## config.mk

```make
export PLATFORM = sky130hd
export DESIGN_NAME = av2_recon_adder_flat
export DESIGN_NICKNAME = d
export VERILOG_FILES = /design/src/rtl/av2_recon_adder_if.sv /design/src/rtl/av2_recon_adder.sv /design/src/flat_wrapper.sv
export SDC_FILE = /design/constraint.sdc
export NUM_CORES = 1
export LEC_CHECK = 0
export CAP_MARGIN = 20
export CELL_PAD_IN_SITES_DETAIL_PLACEMENT = 0
export CELL_PAD_IN_SITES_GLOBAL_PLACEMENT = 1
export CORE_MARGIN = 4
export CORE_UTILIZATION = 30
export CTS_BUF_LIST = sky130_fd_sc_hd__clkbuf_2 sky130_fd_sc_hd__clkbuf_4 sky130_fd_sc_hd__clkbuf_8
export CTS_CLUSTER_SIZE = 12
export DETAILED_ROUTE_END_ITERATION = 8
export PLACE_DENSITY = 0.64
export SETUP_SLACK_MARGIN = 0.02
export SLEW_MARGIN = 10
export SYNTH_ARGS = -nofsm -noshare
export SYNTH_HDL_FRONTEND = slang
export SYNTH_SLANG_ARGS = --single-unit
export TNS_END_PERCENT = 5
```

## constraint.sdc

```tcl
create_clock -name clk -period 4.4 [get_ports clk]
set_input_delay 0.44 -clock clk [delete_from_list [all_inputs] [get_ports clk]]
set_output_delay 0.44 -clock clk [all_outputs]
set_load 0.05 [all_outputs]
```

## src/rtl/av2_recon_adder_if.sv

```systemverilog
// Stream bundle for the reconstruction adder: block control, the residual and
// prediction input streams, the reconstructed output stream and status.
//
// Handshake semantics (all three streams): a beat transfers on a rising clk
// edge where valid && ready are both high. A source holds data stable while
// valid is high and ready is low; ready may depend combinationally on valid.
interface av2_recon_adder_if #(
  parameter int BIT_DEPTH = 10,
  parameter int RES_W     = 16
);
  logic                 start;
  logic [2:0]           blk_w_log2;
  logic [2:0]           blk_h_log2;
  logic [RES_W-1:0]     res_data;
  logic                 res_valid;
  logic                 res_ready;
  logic [BIT_DEPTH-1:0] pred_data;
  logic                 pred_valid;
  logic                 pred_ready;
  logic [BIT_DEPTH-1:0] recon_data;
  logic [5:0]           recon_x;
  logic [5:0]           recon_y;
  logic                 recon_last;
  logic                 recon_valid;
  logic                 recon_ready;
  logic                 busy;
  logic                 done;

  // Adder side
  modport slave (
    input  start, blk_w_log2, blk_h_log2,
    input  res_data, res_valid, pred_data, pred_valid, recon_ready,
    output res_ready, pred_ready,
    output recon_data, recon_x, recon_y, recon_last, recon_valid,
    output busy, done
  );

  // Upstream/downstream side
  modport master (
    output start, blk_w_log2, blk_h_log2,
    output res_data, res_valid, pred_data, pred_valid, recon_ready,
    input  res_ready, pred_ready,
    input  recon_data, recon_x, recon_y, recon_last, recon_valid,
    input  busy, done
  );
endinterface

```

## src/rtl/av2_recon_adder.sv

```systemverilog
// Reconstruction adder: joins the residual and prediction streams pixel by
// pixel, adds them, clips to the pixel range and emits raster-ordered pixels
// with coordinates through a single output register stage.
module av2_recon_adder #(
  parameter int BIT_DEPTH = 10,
  parameter int RES_W     = 16
) (
  input  logic                 clk,
  input  logic                 rst_n,        // asynchronous, active-high
  av2_recon_adder_if.slave     bus,
  output logic [1:0]           o_dbg_state
);

  localparam logic [1:0] S_IDLE  = 2'd0;
  localparam logic [1:0] S_RUN   = 2'd1;
  localparam logic [1:0] S_DRAIN = 2'd2;
  localparam logic [1:0] S_DONE  = 2'd3;

  localparam logic [RES_W+1:0] C_MAX_PIX =
    {{(RES_W+2-BIT_DEPTH){1'b0}}, {BIT_DEPTH{1'b1}}};

  logic [1:0]           r_state;
  logic [2:0]           r_w_log2;
  logic [2:0]           r_h_log2;
  logic [5:0]           r_x;
  logic [5:0]           r_y;
  logic                 r_valid;
  logic [BIT_DEPTH-1:0] r_data;
  logic [5:0]           r_out_x;
  logic [5:0]           r_out_y;
  logic                 r_last;

  logic                 w_accept;
  logic                 w_fire;
  logic [5:0]           w_x_max;
  logic [5:0]           w_y_max;
  logic                 w_x_end;
  logic                 w_y_end;
  logic signed [RES_W+1:0] w_sum;
  logic [BIT_DEPTH-1:0] w_clip;

  // Block dimensions outside 4..64 are pulled to the nearest legal size.
  function automatic logic [2:0] clamp_log2(input logic [2:0] v);
    if (v < 3'd2)      return 3'd2;
    else if (v > 3'd6) return 3'd6;
    else               return v;
  endfunction

  // A pair moves only when both streams are valid and the output slot is free
  // or being drained this cycle, so the two streams always transfer together.
  assign w_accept = (r_state == S_RUN) && (!r_valid || bus.recon_ready);
  assign w_fire   = w_accept && bus.res_valid && bus.pred_valid;

  assign w_x_max  = 6'((7'd1 << r_w_log2) - 7'd1);
  assign w_y_max  = 6'((7'd1 << r_h_log2) - 7'd1);
  assign w_x_end  = (r_x == w_x_max);
  assign w_y_end  = (r_y == w_y_max);

  assign w_sum = $signed({{2{bus.res_data[RES_W-1]}}, bus.res_data}) +
                 $signed({{(RES_W+2-BIT_DEPTH){1'b0}}, bus.pred_data});

  // Clip the widened sum into 0 .. 2^BIT_DEPTH-1.
  always_comb begin
    w_clip = '0;
    if (w_sum[RES_W+1])
      w_clip = '0;
    else if ($unsigned(w_sum) > C_MAX_PIX)
      w_clip = C_MAX_PIX[BIT_DEPTH-1:0];
    else
      w_clip = w_sum[BIT_DEPTH-1:0];
  end

  // Block FSM with raster counters and latched dimensions.
  always_ff @(posedge clk or posedge rst_n) begin
    if (rst_n) begin
      r_state  <= S_IDLE;
      r_w_log2 <= '0;
      r_h_log2 <= '0;
      r_x      <= '0;
      r_y      <= '0;
    end else begin
      case (r_state)
        S_IDLE: begin
          if (bus.start) begin
            r_state  <= S_RUN;
            r_w_log2 <= clamp_log2(bus.blk_w_log2);
            r_h_log2 <= clamp_log2(bus.blk_h_log2);
            r_x      <= '0;
            r_y      <= '0;
          end
        end
        S_RUN: begin
          if (w_fire) begin
            if (w_x_end) begin
              r_x <= '0;
              r_y <= w_y_end ? 6'd0 : r_y + 6'd1;
              if (w_y_end) r_state <= S_DRAIN;
            end else begin
              r_x <= r_x + 6'd1;
            end
          end
        end
        S_DRAIN: begin
          if (r_valid && bus.recon_ready) r_state <= S_DONE;
        end
        default: r_state <= S_IDLE;
      endcase
    end
  end

  // Single output stage: reload on every accepted pair, otherwise empty on accept.
  always_ff @(posedge clk or posedge rst_n) begin
    if (rst_n) begin
      r_valid <= 1'b0;
      r_data  <= '0;
      r_out_x <= '0;
      r_out_y <= '0;
      r_last  <= 1'b0;
    end else if (w_fire) begin
      r_valid <= 1'b1;
      r_data  <= w_clip;
      r_out_x <= r_x;
      r_out_y <= r_y;
      r_last  <= w_x_end && w_y_end;
    end else if (bus.recon_ready) begin
      r_valid <= 1'b0;
    end
  end

  assign bus.res_ready   = w_accept && bus.pred_valid;
  assign bus.pred_ready  = w_accept && bus.res_valid;
  assign bus.recon_valid = r_valid;
  assign bus.recon_data  = r_data;
  assign bus.recon_x     = r_out_x;
  assign bus.recon_y     = r_out_y;
  assign bus.recon_last  = r_last;
  assign bus.busy        = (r_state == S_RUN) || (r_state == S_DRAIN);
  assign bus.done        = (r_state == S_DONE);
  assign o_dbg_state     = r_state;

endmodule

```

## src/flat_wrapper.sv

```systemverilog
// flat-port wrapper written by rule: the top's interface ports become plain ports
module av2_recon_adder_flat 
#(
  parameter int BIT_DEPTH = 10,
  parameter int RES_W     = 16
)
  (clk, rst_n, o_dbg_state, bus_start, bus_blk_w_log2, bus_blk_h_log2, bus_res_data, bus_res_valid, bus_pred_data, bus_pred_valid, bus_recon_ready, bus_res_ready, bus_pred_ready, bus_recon_data, bus_recon_x, bus_recon_y, bus_recon_last, bus_recon_valid, bus_busy, bus_done);
  av2_recon_adder_if #(.BIT_DEPTH(BIT_DEPTH), .RES_W(RES_W)) bus_i ();
  input  logic clk;
  input  logic rst_n;
  output logic [1:0] o_dbg_state;
  input wire logic [$bits(bus_i.start)-1:0] bus_start;
  input wire logic [$bits(bus_i.blk_w_log2)-1:0] bus_blk_w_log2;
  input wire logic [$bits(bus_i.blk_h_log2)-1:0] bus_blk_h_log2;
  input wire logic [$bits(bus_i.res_data)-1:0] bus_res_data;
  input wire logic [$bits(bus_i.res_valid)-1:0] bus_res_valid;
  input wire logic [$bits(bus_i.pred_data)-1:0] bus_pred_data;
  input wire logic [$bits(bus_i.pred_valid)-1:0] bus_pred_valid;
  input wire logic [$bits(bus_i.recon_ready)-1:0] bus_recon_ready;
  output wire logic [$bits(bus_i.res_ready)-1:0] bus_res_ready;
  output wire logic [$bits(bus_i.pred_ready)-1:0] bus_pred_ready;
  output wire logic [$bits(bus_i.recon_data)-1:0] bus_recon_data;
  output wire logic [$bits(bus_i.recon_x)-1:0] bus_recon_x;
  output wire logic [$bits(bus_i.recon_y)-1:0] bus_recon_y;
  output wire logic [$bits(bus_i.recon_last)-1:0] bus_recon_last;
  output wire logic [$bits(bus_i.recon_valid)-1:0] bus_recon_valid;
  output wire logic [$bits(bus_i.busy)-1:0] bus_busy;
  output wire logic [$bits(bus_i.done)-1:0] bus_done;
  assign bus_i.start = bus_start;
  assign bus_i.blk_w_log2 = bus_blk_w_log2;
  assign bus_i.blk_h_log2 = bus_blk_h_log2;
  assign bus_i.res_data = bus_res_data;
  assign bus_i.res_valid = bus_res_valid;
  assign bus_i.pred_data = bus_pred_data;
  assign bus_i.pred_valid = bus_pred_valid;
  assign bus_i.recon_ready = bus_recon_ready;
  assign bus_res_ready = bus_i.res_ready;
  assign bus_pred_ready = bus_i.pred_ready;
  assign bus_recon_data = bus_i.recon_data;
  assign bus_recon_x = bus_i.recon_x;
  assign bus_recon_y = bus_i.recon_y;
  assign bus_recon_last = bus_i.recon_last;
  assign bus_recon_valid = bus_i.recon_valid;
  assign bus_busy = bus_i.busy;
  assign bus_done = bus_i.done;
  av2_recon_adder #(.BIT_DEPTH(BIT_DEPTH), .RES_W(RES_W)) u_core (.clk(clk), .rst_n(rst_n), .bus(bus_i), .o_dbg_state(o_dbg_state));
endmodule
```

==> impl_metrics.yaml <==
outcome:
  status: "finished, final reports clean"
synthesis:
  ys_types: 58
  yosys-mux-area-fraction_pct: 5.21
  async_flop_share_pct: 100
  synthesis.area_um2: 2980
  synth_top_family_by_area: "simple AND/OR/NAND/NOR gates"
  netlist_instances: 316
  synth_compound_area_share_pct: 19.3
  seq_area_frac_synth_pct: 37.0
  synthFlopType: "dfrtp_1"
  synth-simple-area-share_pct: 20.2
  yosys.area.top_type: "dfrtp_1"
  synth_adder_area_share_pct: 8.24
  synth_xor_area_share_pct: 6.18
  synth_edf_count: 0
  synth.top_cell.area_share_pct: 37.0
  syn_avg_cell_area_um2: 9.42
  ys_ff_latch: 44
  synth_fp_nets: 373
  yosysWarningCount: 0
  ys_top_cells_by_area: "dfrtp_1 37%, ha_1 7.6%, mux2_2 4.5%"
sta:
  drv_slew: 0
  skew_ns: 0.00568
  setup_ws_ns: 1.22
  grt_setup_unrepaired: "false"
  slew_headroom_pct: 56.9
  setup_viol: 0
  finalCriticalPeriod_ns: 3.18
  worst_pin_slew_ns: 0.646
  fin_setup_tns_ns: 0
  period_share_pct: 72.2
  finalHoldViolations: 0
  max_freq_ghz: 0.315
route:
  drt_pre_antenna_iters: 4
  wl_met3_um: 298
  antenna_left: 0
  routedWlPerCell_um: 14.0
  topRoutingLayerUsed: "met4"
  routed-wl-met2_mm: 3.35
  drt_iter0_markers: 82
  via_per_inst: 4.99
  wirelength_mm: 7.21
  vias: 2567
  wl_met1_mm: 3.51
  drcViolationCount: 0
floorplanning:
  die_w_um: 108
  num_io_pins: 68
  coreArea_um2: 9730
  chipHeight_um: 108
  die-area_um2: 11600
  start_util_pct: 30.6
  rows: 36
power:
  pwr_density_cell_nw_per_um2: 564
  vdd_drop_max_v: 0.000310
  leakagePower_nw: 1.62
worst_setup_path:
  critPathMaxStageDelay_ns: 0.55
  endpoint_kind: "register"
  r2r_cells: 8
  startpoint_type: "register"
  crit_slowest_cell: "nor4_2"
  r2r_start: "u_core.r_w_log2[1]$_DFFE_PP0P_"
  reg2reg_to: "u_core.r_y[0]$_DFFE_PP0P_"
  crit_chain: "or3_2, ha_1, or4b_1, o311ai_1, xor2_1, nor4_2, or2_0, mux2i_1"
  regToRegSetupSlack_ns: 1.22
  critPathCapture: "u_core.r_y[0]$_DFFE_PP0P_"
  cp_max_fo: 10
  cp_data_arrival_time_ns: 3.34
  crit_type: "reg2reg"
  startpoint: "u_core.r_w_log2[1]$_DFFE_PP0P_"
  worstPathRequired_ns: 4.56
grt:
  antenna_found_initial: 0
  grt_max_degree: 45
  grt_pass1_vias: 2535
  grt_first_pass_wirelength_mm: 12.3
  grt_usage_pct: 13.0
  overflow: 0
clock_tree:
  cts_resized: 0
  clock-sinks: 44
  cts_buffers: 5
  cts-root-buf: "clkbuf_8"
  h-tree-depth: 2
  clk_latency_ns: 0.29
  cts_setup_buffers: 0
  clockBufferDepth: 2
  clkTransAtPathRegs_ns: 0.08
  cts_tree: "built"
  ctsHoldBuffers: 0
cells_and_area:
  syn2layout_area_growth_pct: 30.1
  final_core_util_pct: 39.8
  regArea_um2: 1100
  design_area_um2: 3870
  drive_above_1_share_pct: 8.66
  nNetsFinal: 437
  multi_input_area_um2: 1760
  fill_cells: 1007
  diodes: 0
placed_design:
  dp_worst_setup_slack_ns: 1.19
  hpwl_mm: 5.38
  place_area_um2: 3750
  gp_congestion: 0.758
  portBuffers: 67
flow_run:
  cap_viol_max_count: 0
worst_hold_path:
  hp-class: "reg2reg"
  min_from: "u_core.bus.recon_last$_DFFE_PP0P_"
[routing by layer]
metal | up-vias | track usage (%)
met1 | 1217 | 18.3
met3 | 4 | 2.58
li1 | 1293 | -
met4 | 0 | 2.98
met5 | - | 0
met2 | 53 | 20.6
[cell usage after synthesis (3+ instances only)]
cell	number
or3_1	4
a21oi_1	19
nor2b_1	7
o31ai_1	4
ha_1	18
nand3_1	5
nor2_1	16
xnor2_1	15
clkbuf_1	7
nand2b_1	10
and3_1	7
dfrtp_1	44
buf_6	3
o22ai_1	4
nor3_1	3
mux2_2	12
inv_1	10
o211ai_1	5
nand2_1	33
o21ai_0	16
a32oi_1	10
nand4_1	7
xor2_1	6
a21o_1	5
o2bb2ai_1	4
[cells by family (layout without fill, tap and decap cells)]
| kind of cell | Yosys count | in the layout |
|---|---|---|
| muxes | 14 | 14 |
| DFF | 44 | 44 |
| xor gates and xnor gates | 21 | 21 |
| AOI/OAI and AO/OA | 84 | 84 |
| buffers and inverters | 23 | 88 |
| adders and majority gates | 19 | 19 |
| and+or+nand+nor | 111 | 111 |
[per-stage QoR]
step	power (W)	instances	hold slack (ns)
2_1_floorplan	0.00158	316	0.513
3_3_place_gp	0.00192	505	0.467
3_5_place_dp	0.00193	505	0.468
4_1_cts	0.00222	513	0.490
5_1_grt	0.00237	514	0.524
6_report	0.00219	514	0.480
[placed cells by master (no fill, tap or decap), drive strengths merged, types with 2 or more instances in the layout]
cell           count
a32oi             10
inv               10
o211ai             5
nor3b              3
a211oi             2
a311o              2
buf                3
a21oi             19
xor2               6
clkdlybuf4s50     67
o2bb2ai            4
mux2              12
nand4              7
nand3b             2
or2                3
dfrtp             44
ha                18
nand3              5
xnor2             15
clkbuf             8
o22ai              4
nand2b            10
o311ai             3
mux2i              2
o2111ai            2
nor4               3
o21ai             17
o31ai              4
a21o               5
or3                6
nor3               3
and2               2
nor2b              7
nor2              16
nand2             33
and3               8
[power by group]
part / leakage (nW) / total [W] / internal [W] / switching (W)
Sequential: 0.580 / 0.000674 / 0.000524 / 0.000150
Clock: 0.0523 / 0.000273 / 0.000141 / 0.000133
Combinational: 0.988 / 0.00124 / 0.000488 / 0.000750
Total: 1.62 / 0.00219 / 0.00115 / 0.00103
[registers in the layout, summed over array words and instances, names as in the netlist, 2 cells and up]
register and flops:
u_core.bus.recon_x 6, u_core.r_x 6, u_core.bus.recon_y 6, u_core.r_y 6, u_core.r_h_log2 3, u_core.bus.recon_data 10, u_core.r_w_log2 3, u_core.o_dbg_state 2
[worst min path at each step]
stage / endpoint / cells past startpoint
after floorplan: u_core.r_y[4]$_DFFE_PP0P_ / 1
after detailed placement: u_core.bus.recon_last$_DFFE_PP0P_ / 2
final: u_core.bus.recon_last$_DFFE_PP0P_ / 2
after global routing: u_core.bus.recon_x[0]$_DFFE_PP0P_ / 1
after CTS: u_core.bus.recon_last$_DFFE_PP0P_ / 2
after global placement: u_core.bus.recon_last$_DFFE_PP0P_ / 2
[area by class of cell]
| type | instances | area share, % |
|---|---|---|
| Clock buffer | 8 | 2.52 |
| Inverter | 10 | 0.969 |
| Tap cell | 133 | 4.30 |
| Sequential cell | 44 | 28.4 |
| Timing Repair Buffer | 70 | 18.4 |
| Multi-Input combinational cell | 249 | 45.4 |
[worst max-delay path, delay by kind of cell, from the launching register on]
family	cells	cell delay (ns)
adders and majority gates	1	0.26
and+or+nand+nor	4	1.93
AOI/OAI and AO/OA	1	0.10
xor gates and xnor gates	1	0.16
muxes	1	0.13
DFF	1	0.47
(Power assumes the default switching activity.)
